### src/rtl/prod_accum_pkg.sv
// Shared types and default widths for the product accumulator.
// Frame FSM states and width constants live here.
package prod_accum_pkg;

    localparam int ACC_W_DEF = 40;
    localparam int LEN_W_DEF = 8;
    localparam int PROD_W    = 32;

    typedef enum logic [1:0] {
        IDLE = 2'd0,
        ACC  = 2'd1,
        HOLD = 2'd2
    } state_t;

endpackage

### src/rtl/prod_accum_add.sv
// Accumulator adder with carry-out and optional clamp.
// Macro PROD_ACCUM_SAT_EN: clamp to all-ones on carry, else wrap.
module prod_accum_add
    import prod_accum_pkg::*;
#(
    parameter int ACC_W = ACC_W_DEF
) (
    input  logic [ACC_W-1:0]  a,
    input  logic [PROD_W-1:0] b,
    output logic [ACC_W-1:0]  sum,
    output logic              carry
);

    logic [ACC_W:0] wide;

    // Widened add; the clamp keeps a saturated total pinned at all-ones.
    always_comb begin
        wide  = {1'b0, a} + {{(ACC_W + 1 - PROD_W){1'b0}}, b};
        carry = wide[ACC_W];
`ifdef PROD_ACCUM_SAT_EN
        sum = carry ? {ACC_W{1'b1}} : wide[ACC_W-1:0];
`else
        sum = wide[ACC_W-1:0];
`endif
    end

endmodule

### src/rtl/prod_accum.sv
// Frame accumulator: sums cfg_len products, then holds the result.
// Macro PROD_ACCUM_SAT_EN selects saturating accumulation.
module prod_accum
    import prod_accum_pkg::*;
#(
    parameter int ACC_W = ACC_W_DEF,
    parameter int LEN_W = LEN_W_DEF
) (
    input  logic              clk,
    input  logic              rst_n,
    input  logic [LEN_W-1:0]  cfg_len,
    input  logic              in_valid,
    output logic              in_ready,
    input  logic [PROD_W-1:0] in_prod,
    output logic              out_valid,
    input  logic              out_ready,
    output logic [ACC_W-1:0]  out_sum,
    output logic              out_ovf
);

    localparam logic [LEN_W:0] ONE  = {{LEN_W{1'b0}}, 1'b1};
    localparam logic [LEN_W:0] FULL = {1'b1, {LEN_W{1'b0}}};

    state_t           state;
    state_t           state_nx;
    logic [ACC_W-1:0] acc;
    logic [ACC_W-1:0] add_a;
    logic [ACC_W-1:0] add_sum;
    logic             carry;
    logic             ovf;
    logic             rdy;
    logic             accept;
    logic [LEN_W:0]   cnt;
    logic [LEN_W:0]   cnt_inc;
    logic [LEN_W:0]   len_q;
    logic [LEN_W:0]   len_in;

    // A zero length field encodes the full 2^LEN_W frame.
    assign len_in  = (cfg_len == '0) ? FULL : {1'b0, cfg_len};
    assign cnt_inc = cnt + ONE;

    assign in_ready  = rdy & (state != HOLD);
    assign accept    = in_valid & in_ready;
    assign out_valid = (state == HOLD);
    assign out_sum   = acc;
    assign out_ovf   = ovf;

    // The first product of a frame is added to zero, i.e. loaded.
    assign add_a = (state == IDLE) ? '0 : acc;

    prod_accum_add #(
        .ACC_W (ACC_W)
    ) u_add (
        .a     (add_a),
        .b     (in_prod),
        .sum   (add_sum),
        .carry (carry)
    );

    // State register.
    always_ff @(posedge clk or negedge rst_n) begin
        if (!rst_n) begin
            state <= IDLE;
        end else begin
            state <= state_nx;
        end
    end

    // Next-state: frame start, last product, result handoff.
    always_comb begin
        state_nx = state;
        unique case (state)
            IDLE: begin
                if (accept) begin
                    state_nx = (len_in == ONE) ? HOLD : ACC;
                end
            end
            ACC: begin
                if (accept && (cnt_inc == len_q)) begin
                    state_nx = HOLD;
                end
            end
            HOLD: begin
                if (out_ready) begin
                    state_nx = IDLE;
                end
            end
            default: state_nx = IDLE;
        endcase
    end

    // Datapath: accumulate, count, sticky overflow; ready after reset.
    always_ff @(posedge clk or negedge rst_n) begin
        if (!rst_n) begin
            acc   <= '0;
            cnt   <= '0;
            len_q <= '0;
            ovf   <= 1'b0;
            rdy   <= 1'b0;
        end else begin
            rdy <= 1'b1;
            if (accept) begin
                acc <= add_sum;
                if (state == IDLE) begin
                    len_q <= len_in;
                    cnt   <= ONE;
                    ovf   <= carry;
                end else begin
                    cnt <= cnt_inc;
                    ovf <= ovf | carry;
                end
            end
        end
    end

endmodule

### config.mk
export PLATFORM = sky130hd
export DESIGN_NAME = prod_accum
export DESIGN_NICKNAME = d
export VERILOG_FILES = /design/src/rtl/prod_accum_pkg.sv /design/src/rtl/prod_accum_add.sv /design/src/rtl/prod_accum.sv
export SDC_FILE = /design/constraint.sdc
export NUM_CORES = 1
export LEC_CHECK = 0
export ABC_AREA = 0
export CORE_ASPECT_RATIO = 0.5
export CORE_MARGIN = 5
export CORE_UTILIZATION = 52
export DETAILED_ROUTE_END_ITERATION = 6
export GPL_TIMING_DRIVEN = 0
export PLACE_DENSITY_LB_ADDON = 0.3
export SYNTH_ARGS = -nofsm -noshare
export SYNTH_HDL_FRONTEND = slang
export SYNTH_HIERARCHICAL = 1
export SYNTH_SLANG_ARGS = --single-unit
### constraint.sdc
create_clock -name clk -period 4.9 [get_ports clk]
set_input_delay 0.49 -clock clk [delete_from_list [all_inputs] [get_ports clk]]
set_output_delay 0.49 -clock clk [all_outputs]
set_load 0.01 [all_outputs]
==> results.cfg, run 1 <==
[logic_synthesis]
synth_area_leaders = dfrtp_1 29%, nand2_1 11%, ha_1 7.6%
netlist_area_mm2 = 0.00543
yosysWarnings = 6
synth_seq_cells = 62
ys_seq_area_share_pct = 28.6
async_reset_ff_share_pct = 100
synth-main-ff-cell = dfrtp_1
yosysTopAreaCell = dfrtp_1
yosysTopAreaCellShare_pct = 28.6
syn-num-nets = 763
syn_area_per_cell_um2 = 7.93
synth-edff-count = 0
syn_inst = 685
ys_types = 77

[timing]
rsz0062_at_grt = false
fmax_ghz = 0.254
worst_pin_slew_ns = 0.819
tns_ns = 0
maxSlewViolCount = 0
setup_ws_ns = 0.958
worst_clock_skew_ns = 0.00465
timing.final.crit_share_pct = 80.4
setup_viol = 0
slew-limit-headroom_pct = 45.4
hold_violations = 0
fin_crit_ns = 3.94

[critical_path]
required_ns = 5.13
endpoint_kind = flop
path_class = reg2reg
crit_chain = nor2_1, clkbuf_1, clkbuf_1, nor2b_1, ha_1, buf_2, a21oi_1, o21bai_1, a21oi_1, nor3b_2, a21oi_1, and3_1, a22o_1
crit_fanout = 10
critPathSlowestCell = clkbuf_1
cpMostUsedCell = a21oi_1
critPathBufInv = 3
cp_top_family = buffers and inverters
slowest_delay_ns = 0.56
cp_data_arrival_time_ns = 4.17
start_kind = flop

[global_route]
antenna_found_initial = 0
gr-total-overflow = 0
grt_pass1_wl_um = 25000
grt_use_total_pct = 24.2
grt_pass1_vias = 5317
grt_max_degree = 63

[die]
die_x_um = 155
core_mm2 = 0.0102
pin_count = 87
start_util_pct = 53.2
die_y_um = 82.3
die_area_mm2 = 0.0127
num_rows = 26

[clocking]
cts_resized = 0
cts.sinks = 62
path_clk_slew_ns = 0.06
cts_buffers = 9
cts_tree = yes
ctsRootBufferMaster = clkbuf_16
cts_setup_buffers = 0
clkLatencyLatePin_ns = 0.34
clock_path_buffers = 2
h-tree-depth = 3
cts_hold_buf = 0

[route]
dr.pass1.iters = 6
wl_um = 14600
routedWlPerCell_um = 15.8
drc = 0
drt_iter0_drc = 339
via_per_inst = 5.72
vias = 5302
ant_nets = 0

[pwr]
pwr-share-comb_pct = 62.8
finalPower_mw = 4.19
power_frac_clock_pct = 16.6
p_sw_share_pct = 44.6
intPower_mw = 2.32
p_leak_nw = 3.10
seq_power_share_pct = 20.6
peakVddDrop_uv = 259
switchingPower_mw = 1.87
pwr_density_cell_mw_per_mm2 = 618

[place]
gp_congestion = 0.913
pre_cts_slack_ns = 1.08
portBuffers = 86
dp_hpwl_um = 11000

[job]
maxCapViolCount = 0

[layout]
nets = 860
drive_gt1_share_pct = 9.15
areaGrowthSynthToFinish_pct = 24.8
utilization_pct = 66.4
antenna_cells = 0

[min_path]
hold_path.class = in2async

[outcome]
status = finished clean
registers in the layout, indices dropped and copies added, names as in the netlist:
signal and cells:
len_q 9, out_ovf 1, rdy 1, out_sum 40, cnt 9, state 2
power by group through the flow:
| stage | registers [mW] | clock network (mW) | logic [mW] |
|---|---|---|---|
| 6_report | 0.863 | 0.694 | 2.63 |
| 5_1_grt | 0.896 | 0.724 | 2.92 |
| 3_5_place_dp | 0.868 | 0 | 2.58 |
| 4_1_cts | 0.863 | 0.706 | 2.61 |
| 2_1_floorplan | 0.898 | 0 | 1.81 |
| 3_3_place_gp | 0.865 | 0 | 2.53 |
Yosys cell counts (7+ instances only):
cell type	n
o21ai_0	25
ha_1	33
a21oi_1	38
nor2b_1	46
xnor2_1	26
nor3_1	14
mux2_4	7
xor2_1	13
nand3_1	16
nor2_1	34
a21o_1	14
nand2_1	166
inv_1	20
dfrtp_1	62
o211ai_1	7
nand4_1	9
clkbuf_1	9
o21a_1	11
buf_2	18
path summary, 6_finish.rpt:
kind	start	to	slack, ns	cells after the start
min in group clk	out_sum[4]$_DFFE_PN0P_	out_sum[4]$_DFFE_PN0P_	0.49	2
min	rst_n	rdy$_DFF_PN0_	0.22	1
max reg2reg	state[1]$_DFFE_PN0P_	out_ovf$_DFFE_PN0P_	0.96	13
max	state[1]$_DFFE_PN0P_	out_ovf$_DFFE_PN0P_	0.96	13
max in group asynchronous	rst_n	out_sum[25]$_DFFE_PN0P_	4.11	1
min reg2reg	out_sum[4]$_DFFE_PN0P_	out_sum[4]$_DFFE_PN0P_	0.49	2
logic make-up (layout without fill, tap and decap cells):
group	Yosys count	in the layout	synth area share, %
adders and majority gates	34	34	7.97
AOI/OAI and AO/OA	165	165	21.8
muxes	9	9	2.33
and+or+nand+nor	324	324	28.7
other	1	1	0.0690
DFF	62	62	28.6
xor gates and xnor gates	39	39	6.29
buffers and inverters	51	153	4.28
cells in the final DEF (no fill, tap or decap), types with 3 or more instances in the layout:
cell / instances
and2_1: 4
o211a_1: 4
o221ai_1: 3
clkbuf_16: 9
o21ai_0: 25
buf_2: 18
o21bai_1: 4
and3_1: 5
buf_4: 4
nand2_1: 166
o21ai_1: 5
clkdlybuf4s50_1: 85
o21a_1: 11
inv_1: 20
mux2_4: 7
o21ai_2: 3
nor2b_1: 46
o211ai_1: 7
nand4_1: 9
o311ai_1: 4
dfrtp_1: 62
clkbuf_1: 10
o2111ai_1: 5
a31oi_1: 5
or3_1: 3
xnor2_1: 26
a21oi_1: 38
nand3_1: 16
o31ai_1: 5
ha_1: 33
nor2_1: 34
a22o_1: 4
xor2_1: 13
a21o_1: 14
a211oi_1: 3
nor3_1: 14
per-stage QoR:
step                      instances  hold WS, ns  area (µm²)
after CTS                       927        0.281        6780
after global routing            927        0.316        6780
final                           927        0.221        6780
after global placement          911        0.477        6470
after floorplan                 685        0.194        5430
after detailed placement        911        0.486        6460
layout make-up:
class | instances | area [µm²]
inverter | 20 | 75.1
sequential | 62 | 1550
fill | 904 | 3430
clock inverter | 6 | 86.3
clock buffer | 10 | 229
timing repair buffer | 86 | 858
buffer | 31 | 158
tap | 140 | 175
multi-input combinational | 572 | 3650
routing by layer:
layer | global-route usage [%] | wire length, µm | up-vias
met1 | 30.7 | 6770 | 2506
met3 | 6.14 | 874 | 31
met5 | 0 | 0 | -
met2 | 41.4 | 6750 | 155
met4 | 7.67 | 256 | 0
li1 | - | - | 2610
(Power assumes the default switching activity.)
==> inputs of run 2 (changes only) <==
==> constraint.sdc (replaced) <==
create_clock -name clk -period 4.1 [get_ports clk]
set_input_delay 0.41 -clock clk [delete_from_list [all_inputs] [get_ports clk]]
set_output_delay 0.41 -clock clk [all_outputs]
set_load 0.01 [all_outputs]
==> results.cfg, run 2 (synthesis results as in run 1) <==
[outcome]
status = finished clean

[route]
via_per_inst = 5.73
routedWlPerCell_um = 15.8
drc = 0
ant_nets = 0
dr.pass1.iters = 5
drt_iter0_drc = 339
wl_um = 14600
vias = 5312

[timing]
worst_clock_skew_ns = 0.00479
fmax_ghz = 0.270
maxSlewViolCount = 0
rsz0062_at_grt = false
hold_violations = 0
tns_ns = 0
setup_viol = 0
timing.final.crit_share_pct = 90.2
slew-limit-headroom_pct = 45.4
fin_crit_ns = 3.70
worst_pin_slew_ns = 0.820

[critical_path]
critPathSlowestCell = dfrtp_1
reg2reg_depth = 13
path_class = reg2reg
endpoint_kind = flop
start_kind = flop
required_ns = 4.33
slowest_delay_ns = 0.45
crit_chain = nor2_1, clkbuf_2, clkbuf_1, nor2b_1, ha_1, buf_2, a21oi_1, o21bai_1, a21oi_1, nor3b_2, a21oi_1, and3_1, a22o_1
reg2reg_slack_ns = 0.40
r2r_start = state[1]$_DFFE_PN0P_
crit_fanout = 10
cp_data_arrival_time_ns = 3.93
worstReg2RegEnd = out_ovf$_DFFE_PN0P_
cpMostUsedCell = a21oi_1

[global_route]
gr-total-overflow = 0
grtUsageMet2_pct = 41.4
grt_pass1_wl_um = 25000
antenna_found_initial = 0
gr-usage-met3_pct = 6.14
grt_max_degree = 63
globalRouteMet1Util_pct = 30.7
grt_pass1_vias = 5317
busiest_layer = met2
grt_use_total_pct = 24.2

[place]
dp_hpwl_um = 11000
gp_congestion = 0.913
portBuffers = 86

[layout]
layout_common_cells = 166 x nand2_1, 85 x clkdlybuf4s50_1, 62 x dfrtp_1, 46 x nor2b_1, 38 x a21oi_1
final_common_cell = nand2_1
nets = 860
drive_gt1_share_pct = 9.28
areaGrowthSynthToFinish_pct = 24.9
antenna_cells = 0
largest_register_ffs = 40
nFillCells = 905
utilization_pct = 66.4

[clocking]
cts_buffers = 9
clkLatencyLatePin_ns = 0.34
cts_setup_buffers = 0
cts_tree = yes
cts_resized = 0
cts.sinks = 62
ctsRootBufferMaster = clkbuf_16
h-tree-depth = 3
cts_hold_buf = 0
path_clk_slew_ns = 0.06
clock_path_buffers = 2

[pwr]
peakVddDrop_uv = 311
pwr_density_cell_mw_per_mm2 = 738
p_leak_nw = 3.10

[die]
die_x_um = 155
die_y_um = 82.3
pin_count = 87
die_area_mm2 = 0.0127
num_rows = 26
start_util_pct = 53.2
core_mm2 = 0.0102

[job]
maxCapViolCount = 0

[min_path]
hold_path.class = in2async
==> run 2: critical path, delay by kind of cell (launching register included) <==
kind / cells / cell delay (ns)
simple gates: 4 / 0.98
buf+inv: 3 / 0.95
flops: 1 / 0.45
fa+ha+maj: 1 / 0.31
compound gates: 5 / 0.90
==> run 2: routing by layer <==
metal	vias to the layer above	share of wire (%)	wire length [µm]
li1	2612	-	-
met1	2510	46	6720
met2	162	46	6750
met3	28	6.3	918
met4	0	1.7	250
met5	-	0	0
==> run 2: cell type report <==
cell class	count	area (µm²)	area share, %
sequential	62	1550	22.9
inverter	20	75.1	1.11
multi-input combinational	572	3650	53.8
tap	140	175	2.58
clock buffer	10	229	3.38
timing repair buffer	86	858	12.7
clock inverter	6	86.3	1.27
buffer	31	159	2.34
==> run 2: worst max path at each step <==
| stage | slack (ns) | from | to | depth (start not counted) |
|---|---|---|---|---|
| 2_1_floorplan | 1.05 | state[1]$_DFFE_PN0P_ | out_ovf$_DFFE_PN0P_ | 13 |
| 3_3_place_gp | 0.27 | state[1]$_DFFE_PN0P_ | out_ovf$_DFFE_PN0P_ | 13 |
| 3_5_place_dp | 0.28 | state[1]$_DFFE_PN0P_ | out_ovf$_DFFE_PN0P_ | 13 |
| 4_1_cts | 0.25 | state[1]$_DFFE_PN0P_ | out_ovf$_DFFE_PN0P_ | 13 |
| 5_1_grt | 0.04 | state[1]$_DFFE_PN0P_ | out_sum[33]$_DFFE_PN0P_ | 13 |
| 6_report | 0.40 | state[1]$_DFFE_PN0P_ | out_ovf$_DFFE_PN0P_ | 13 |
==> run 2: power breakdown <==
part           internal (mW)  leakage [nW]  switching, mW
Clock                  0.531         0.152          0.299
Combinational           1.41          2.16           1.74
Sequential             0.839         0.786          0.192
==> run 2: stage by stage <==
step	total power, mW	cell area [µm²]	worst slack, ns	hold slack (ns)	instances
3_3_place_gp	4.06	6470	0.273	0.477	911
3_5_place_dp	4.12	6460	0.284	0.486	911
4_1_cts	4.99	6780	0.248	0.201	927
5_1_grt	5.43	6780	0.0412	0.236	927
6_report	5.01	6780	0.402	0.144	927
2_1_floorplan	3.24	5430	1.05	0.114	685
==> inputs of run 3 (changes only) <==
==> constraint.sdc (replaced) <==
create_clock -name clk -period 4.1 [get_ports clk]
set_input_delay 0.41 -clock clk [delete_from_list [all_inputs] [get_ports clk]]
set_output_delay 0.41 -clock clk [all_outputs]
set_load 0.1 [all_outputs]
==> results of run 3 <==
The final DEF is identical to that of run 2. Status: finished clean.
Main changes from that run: total power 5.01 mW -> 6.13 mW; worst IR drop on VDD 311 µV -> 422 µV
==> patch 1, RTL diff (flow settings as in run 2) <==
Add a define of `PROD_ACCUM_SAT_EN`.
--- a/src/rtl/prod_accum_add.sv
+++ b/src/rtl/prod_accum_add.sv
@@ -2,2 +2,4 @@
 // Macro PROD_ACCUM_SAT_EN: clamp to all-ones on carry, else wrap.
+`define PROD_ACCUM_SAT_EN
+
 module prod_accum_add
Check against the original RTL: same outputs for any inputs over 10 cycles, from zero or initial values and one cycle with rst_n low; that may be too few to reach the edited logic, so the function may still have changed.
==> patch 1 against run 2 <==
  * Area after synthesis fell by 3.7%
  * Routed wire length decreased by 4.9%
  * Via count decreased by 3.8%
  * Die area decreased by 3.3%
  * Setup slack got worse by 0.23 ns
  * Clock power fell by 14%
  * Clock skew barely moved
  * Global-route usage decreased by 1.2 points
  * Worst hold slack gained 0.020 ns
  * Cell area shrank 3.1%
  * Utilization is 1.8 points higher
  * Sequential cell count did not move
  * Count of clock-buffer cells in the layout shrank 1
  * Power decreased by 3.2%
  * Critical endpoint is now out_sum[36]
==> patch 1: results (changes against run 2) <==
Pwr
  – Max IR drop VDD: 270 uV (-13%)
  – Leakage: 3.08 nW (-0.60%)

Synth
  – Post-Synthesis Cells: 666 (-2.8%)
  – Unique cell type count in the Yosys netlist: 76 (-1.3%)
  – Synth top cells by count: 185 x nand2_1, 62 x dfrtp_1, 49 x nor2b_1
  – Post-synthesis sequential area ratio: 0.297 (+0.0109)
  – Top cells by area, synth: dfrtp_1 30%, nand2_1 13%, ha_1 7.9%
  – Warnings from Yosys: 6 (unchanged)
  – Syn Nets: 744 (-2.5%)

Cells and area
  – Inverter count of the layout excluding clock inverters: 15 (-25%)
  – Share of cells above drive strength 1: 0.0923 (-0.000430)
  – Storage cell area: 1550 um2 (unchanged)
  – Multi-input gates: 559 (-2.3%)
  – Fraction of area in multi-input gates: 0.531 (-0.00727)
  – Fin nets: 842 (-2.1%)
  – Filler Cell Count: 832 (-8.1%)
  – Clock Buffer Count: 9 (-1)
  – Clk cell area share: 0.0419 (-0.00461)
  – Area grow syn2layout: 25.6%
  – Non-clock buffer count: 117 (unchanged)
  – Non-clock buffers, area share: 0.157 (+0.00724)
  – Multi-input logic area: 3490 um2 (-4.4%)

Critical path
  – Critical path endpoint: out_sum[36]
  – R2R cell count: 16 (+3)
  – Setup CP Type: flip-flop to flip-flop
  – Cell family with most CP delay: simple AND/OR/NAND/NOR gates
  – FF-to-FF setup slack: 0.17 ns (-0.23 ns)
  – Largest stage delay, worst path: 0.48 ns (+0.03 ns)
  – Worst EP arrival: 4.15 ns (+0.22 ns)

Place
  – Placed cell area: 6260 um2 (-3.2%)
  – Total placed cells including tap cells: 887 (-2.6%)
  – Routability cong.: 0.914 (about the same)
  – Setup WS pre-CTS: -0.318 ns (-0.603 ns)
  – DP Wirelength: 10300 um (-6.8%)

Global routing
  – GR Util met2: 0.396 (-0.0175)
  – Met1 Use GR: 0.292 (-0.0146)
  – GR Layer Usage met3: 0.0484 (-0.0130)
  – Vias in the first global route: 4972 (-6.5%)
  – First-pass GRT wire length: 23500 um (-6.3%)
  – Largest net degree at the start of global routing: 63 (unchanged)
  – Total GRT Usage: 0.230 (-0.0119)

STA
  – Worst slew pin tran: 0.809 ns (-0.0103 ns)
  – Worst Skew: 0.00472 ns (-0.0000687 ns)
  – Max Clock Freq: 255 MHz (-5.8%)
  – Hold Worst Slack: 0.164 ns (+0.0202 ns)

Min path
  – Worst hold path class: input pin to asynchronous set/reset pin

Detailed routing
  – Top sig layer: met4
  – Post-DR vias/cell: 5.65 (-1.4%)
  – Router iterations before antenna repair: 5 (unchanged)
  – Post-Route WL: 13900 um (-4.9%)
  – WL/cell: 15.4 um (-2.4%)
  – Starting DRT DRC Count: 370 (+9.1%)
  – WL met2: 6450 um (-4.4%)
  – Met1 wire length: 6370 um (-5.2%)
  – Metal3 WL: 881 um (-4.0%)

Status
  – Status: finished, final reports clean

Clocking
  – Longest Clk Path Bufs: 2 (unchanged)
  – Root Driver: clkbuf_16
## patch 1: cell families (layout without fill, tap and decap cells)
logic type	Yosys count	in the layout	synth area share
buffers and inverters	45	148	0.0409
adders and majority gates	34	34	0.0828
AOI/OAI and AO/OA	139	139	0.184
and+or+nand+nor	336	336	0.302
muxes	13	13	0.0323
xor gates and xnor gates	36	36	0.0603
other	1	1	0.000717
DFF	62	62	0.297
## patch 1: repair_timing
| action | in CTS | in global routing |
|---|---|---|
| resized for setup | 4 | 9 |
| endpoints found under the setup margin | 39 | 38 |
| cloned | 0 | 0 |
| setup buffers | 0 | 1 |
| pin swaps | 0 | 1 |
## patch 1: report_power, final
| part | internal [mW] | switching (mW) |
|---|---|---|
| combinational | 1.44 | 1.66 |
| clock | 0.409 | 0.302 |
| sequential | 0.839 | 0.197 |
==> patch 2, RTL diff (flow settings as in run 2) <==
Made on the original files. Re-encode `state_t` (3 states) as one-hot, 3 bits wide.
--- a/src/rtl/prod_accum_pkg.sv
+++ b/src/rtl/prod_accum_pkg.sv
@@ -8,6 +8,6 @@
 
-    typedef enum logic [1:0] {
-        IDLE = 2'd0,
-        ACC  = 2'd1,
-        HOLD = 2'd2
+    typedef enum logic [2:0] {
+        IDLE = 3'b001,
+        ACC  = 3'b010,
+        HOLD = 3'b100
     } state_t;
Function: no difference found for any inputs over 10 cycles, from zero or initial values and one cycle with rst_n low; not proved beyond that.
==> patch 2 against run 2 <==
  * Non-clock buffer count rose by 3
  * Utilization about the same
  * Count of clock-buffer cells in the layout is 1 higher
  * Worst hold slack better by 0.0089 ns
  * Setup slack got worse by 0.036 ns
  * Area after synthesis is 1.2% higher
  * Sequential cell count is 1 higher
  * Cell area up 0.33%
  * Routed wire length about the same
  * Critical path type unchanged
  * Critical endpoint is now out_sum[39]
Power is not compared: it rests on default switching activity, and its combinational part moved more than twofold at a synthesized area within 25%.
==> patch 2: results (changes against run 2) <==
Status
  – Status: finished, final reports clean

Critical path
  – Largest stage delay, worst path: 0.54 ns (+0.09 ns)
  – Cell family with most CP delay: compound AO/OA/AOI/OAI gates
  – Worst EP arrival: 4.01 ns (+0.08 ns)
  – Worst setup path start: state[0]
  – CP max stage cell: dfstp_2
  – Worst reg2reg path startpoint: state[0]
  – Worst-path maximum fanout: 10 (unchanged)
  – FF-to-FF End: out_sum[39]

Global routing
  – First-pass GRT wire length: 24600 um (-1.9%)
  – Vias in the first global route: 5124 (-3.6%)
  – Total GRT Usage: 0.238 (-0.00444)
  – Largest net degree at the start of global routing: 64 (+1.6%)
  – Total gr overflow: 0 (unchanged)

Synth
  – Top cells by area, synth: dfrtp_1 28%, nand2_1 12%, ha_1 7.5%
  – Warnings from Yosys: 6 (unchanged)
  – Ys async rst share: 1.00 (unchanged)
  – Post-Synthesis Cells: 698 (+1.9%)
  – Synth top cells by count: 172 x nand2_1, 62 x dfrtp_1, 44 x and2_1
  – Syn Nets: 776 (+1.7%)
  – Unique cell type count in the Yosys netlist: 82 (+6.5%)
  – Post-synthesis sequential area ratio: 0.287 (+0.00153)

Cells and area
  – Sequential cells: 63 (+1.6%)
  – Fin nets: 873 (+1.5%)
  – Clk cell area share: 0.0406 (-0.00585)
  – Max reg flops: 40 (unchanged)
  – Share of cells above drive strength 1: 0.0850 (-0.00776)
  – Clock Buffer Count: 11 (+1)
  – Multi-input gates: 582 (+1.7%)
  – Non-clock buffers, area share: 0.152 (+0.00245)
  – Ant. Diodes: 0 (unchanged)
  – Inverter count of the layout excluding clock inverters: 19 (-5.0%)
  – Seq/total area: 0.232 (+0.00310)
  – Fraction of area in multi-input gates: 0.539 (+0.000978)
  – Non-clock buffer count: 120 (+2.6%)

Clocking
  – Longest Clk Path Bufs: 2 (unchanged)
  – Resize count post-CTS: 0 (unchanged)
  – Root Driver: clkbuf_16
  – TritonCTS buffer count: 9 (unchanged)

STA
  – Setup ws final: 0.365 ns (-0.0365 ns)
  – Hold Worst Slack: 0.153 ns (+0.00889 ns)
  – Worst Skew: 0.00791 ns (+0.00312 ns)
  – Slew headroom: 0.437 (-0.0167)

Detailed routing
  – Starting DRT DRC Count: 411 (+21%)
  – Routed vias: 5359 (+0.88%)
  – Post-Route WL: 14600 um (about the same)
  – Post-DR vias/cell: 5.70 (-0.51%)
  – Router iterations before antenna repair: 5 (unchanged)

Pwr
  – Max IR drop VDD: 221 uV
  – PD cells: 447 nW/um2
  – Leakage: 3.09 nW

Place
  – DP Wirelength: 11100 um (+1.2%)
  – Total placed cells including tap cells: 924 (+1.4%)
  – Setup WS pre-CTS: 0.407 ns (+0.123 ns)
  – Placed cell area: 6530 um2 (+0.97%)
  – Routability cong.: 0.891 (-2.4%)

Die
  – FP Rows: 26 (unchanged)

Min path
  – Worst hold path class: input pin to asynchronous set/reset pin
[patch 2: cell count changes after synthesis, sizes merged, moves of 3 or more]
cell,run 2,this run
and2,4,44
nand2,167,172
nor2b,46,7
o31ai,5,2
[patch 2: per-layer routing]
layer / vias up / track usage / wire length (um)
li1: 2659 / - / -
met1: 2503 / 0.308 / 6700
met2: 178 / 0.410 / 6730
met3: 19 / 0.0536 / 1020
met4: 0 / 0.0585 / 168
met5: - / 0 / 0
[patch 2: report_power, final]
part	leakage [nW]	total [mW]	internal, mW	switching (mW)
registers	0.799	0.884	0.768	0.116
clock network	0.132	0.718	0.424	0.294
logic	2.16	1.44	0.670	0.772
[patch 2: kinds of logic after synthesis]
logic type      after synthesis  synth area share
flops                        63             0.287
fa+ha+maj                    34            0.0788
buf+inv                      53            0.0455
compound gates              166             0.216
mux                          10            0.0200
simple gates                334             0.293
other cells                   1          0.000683
xor+xnor                     37            0.0590
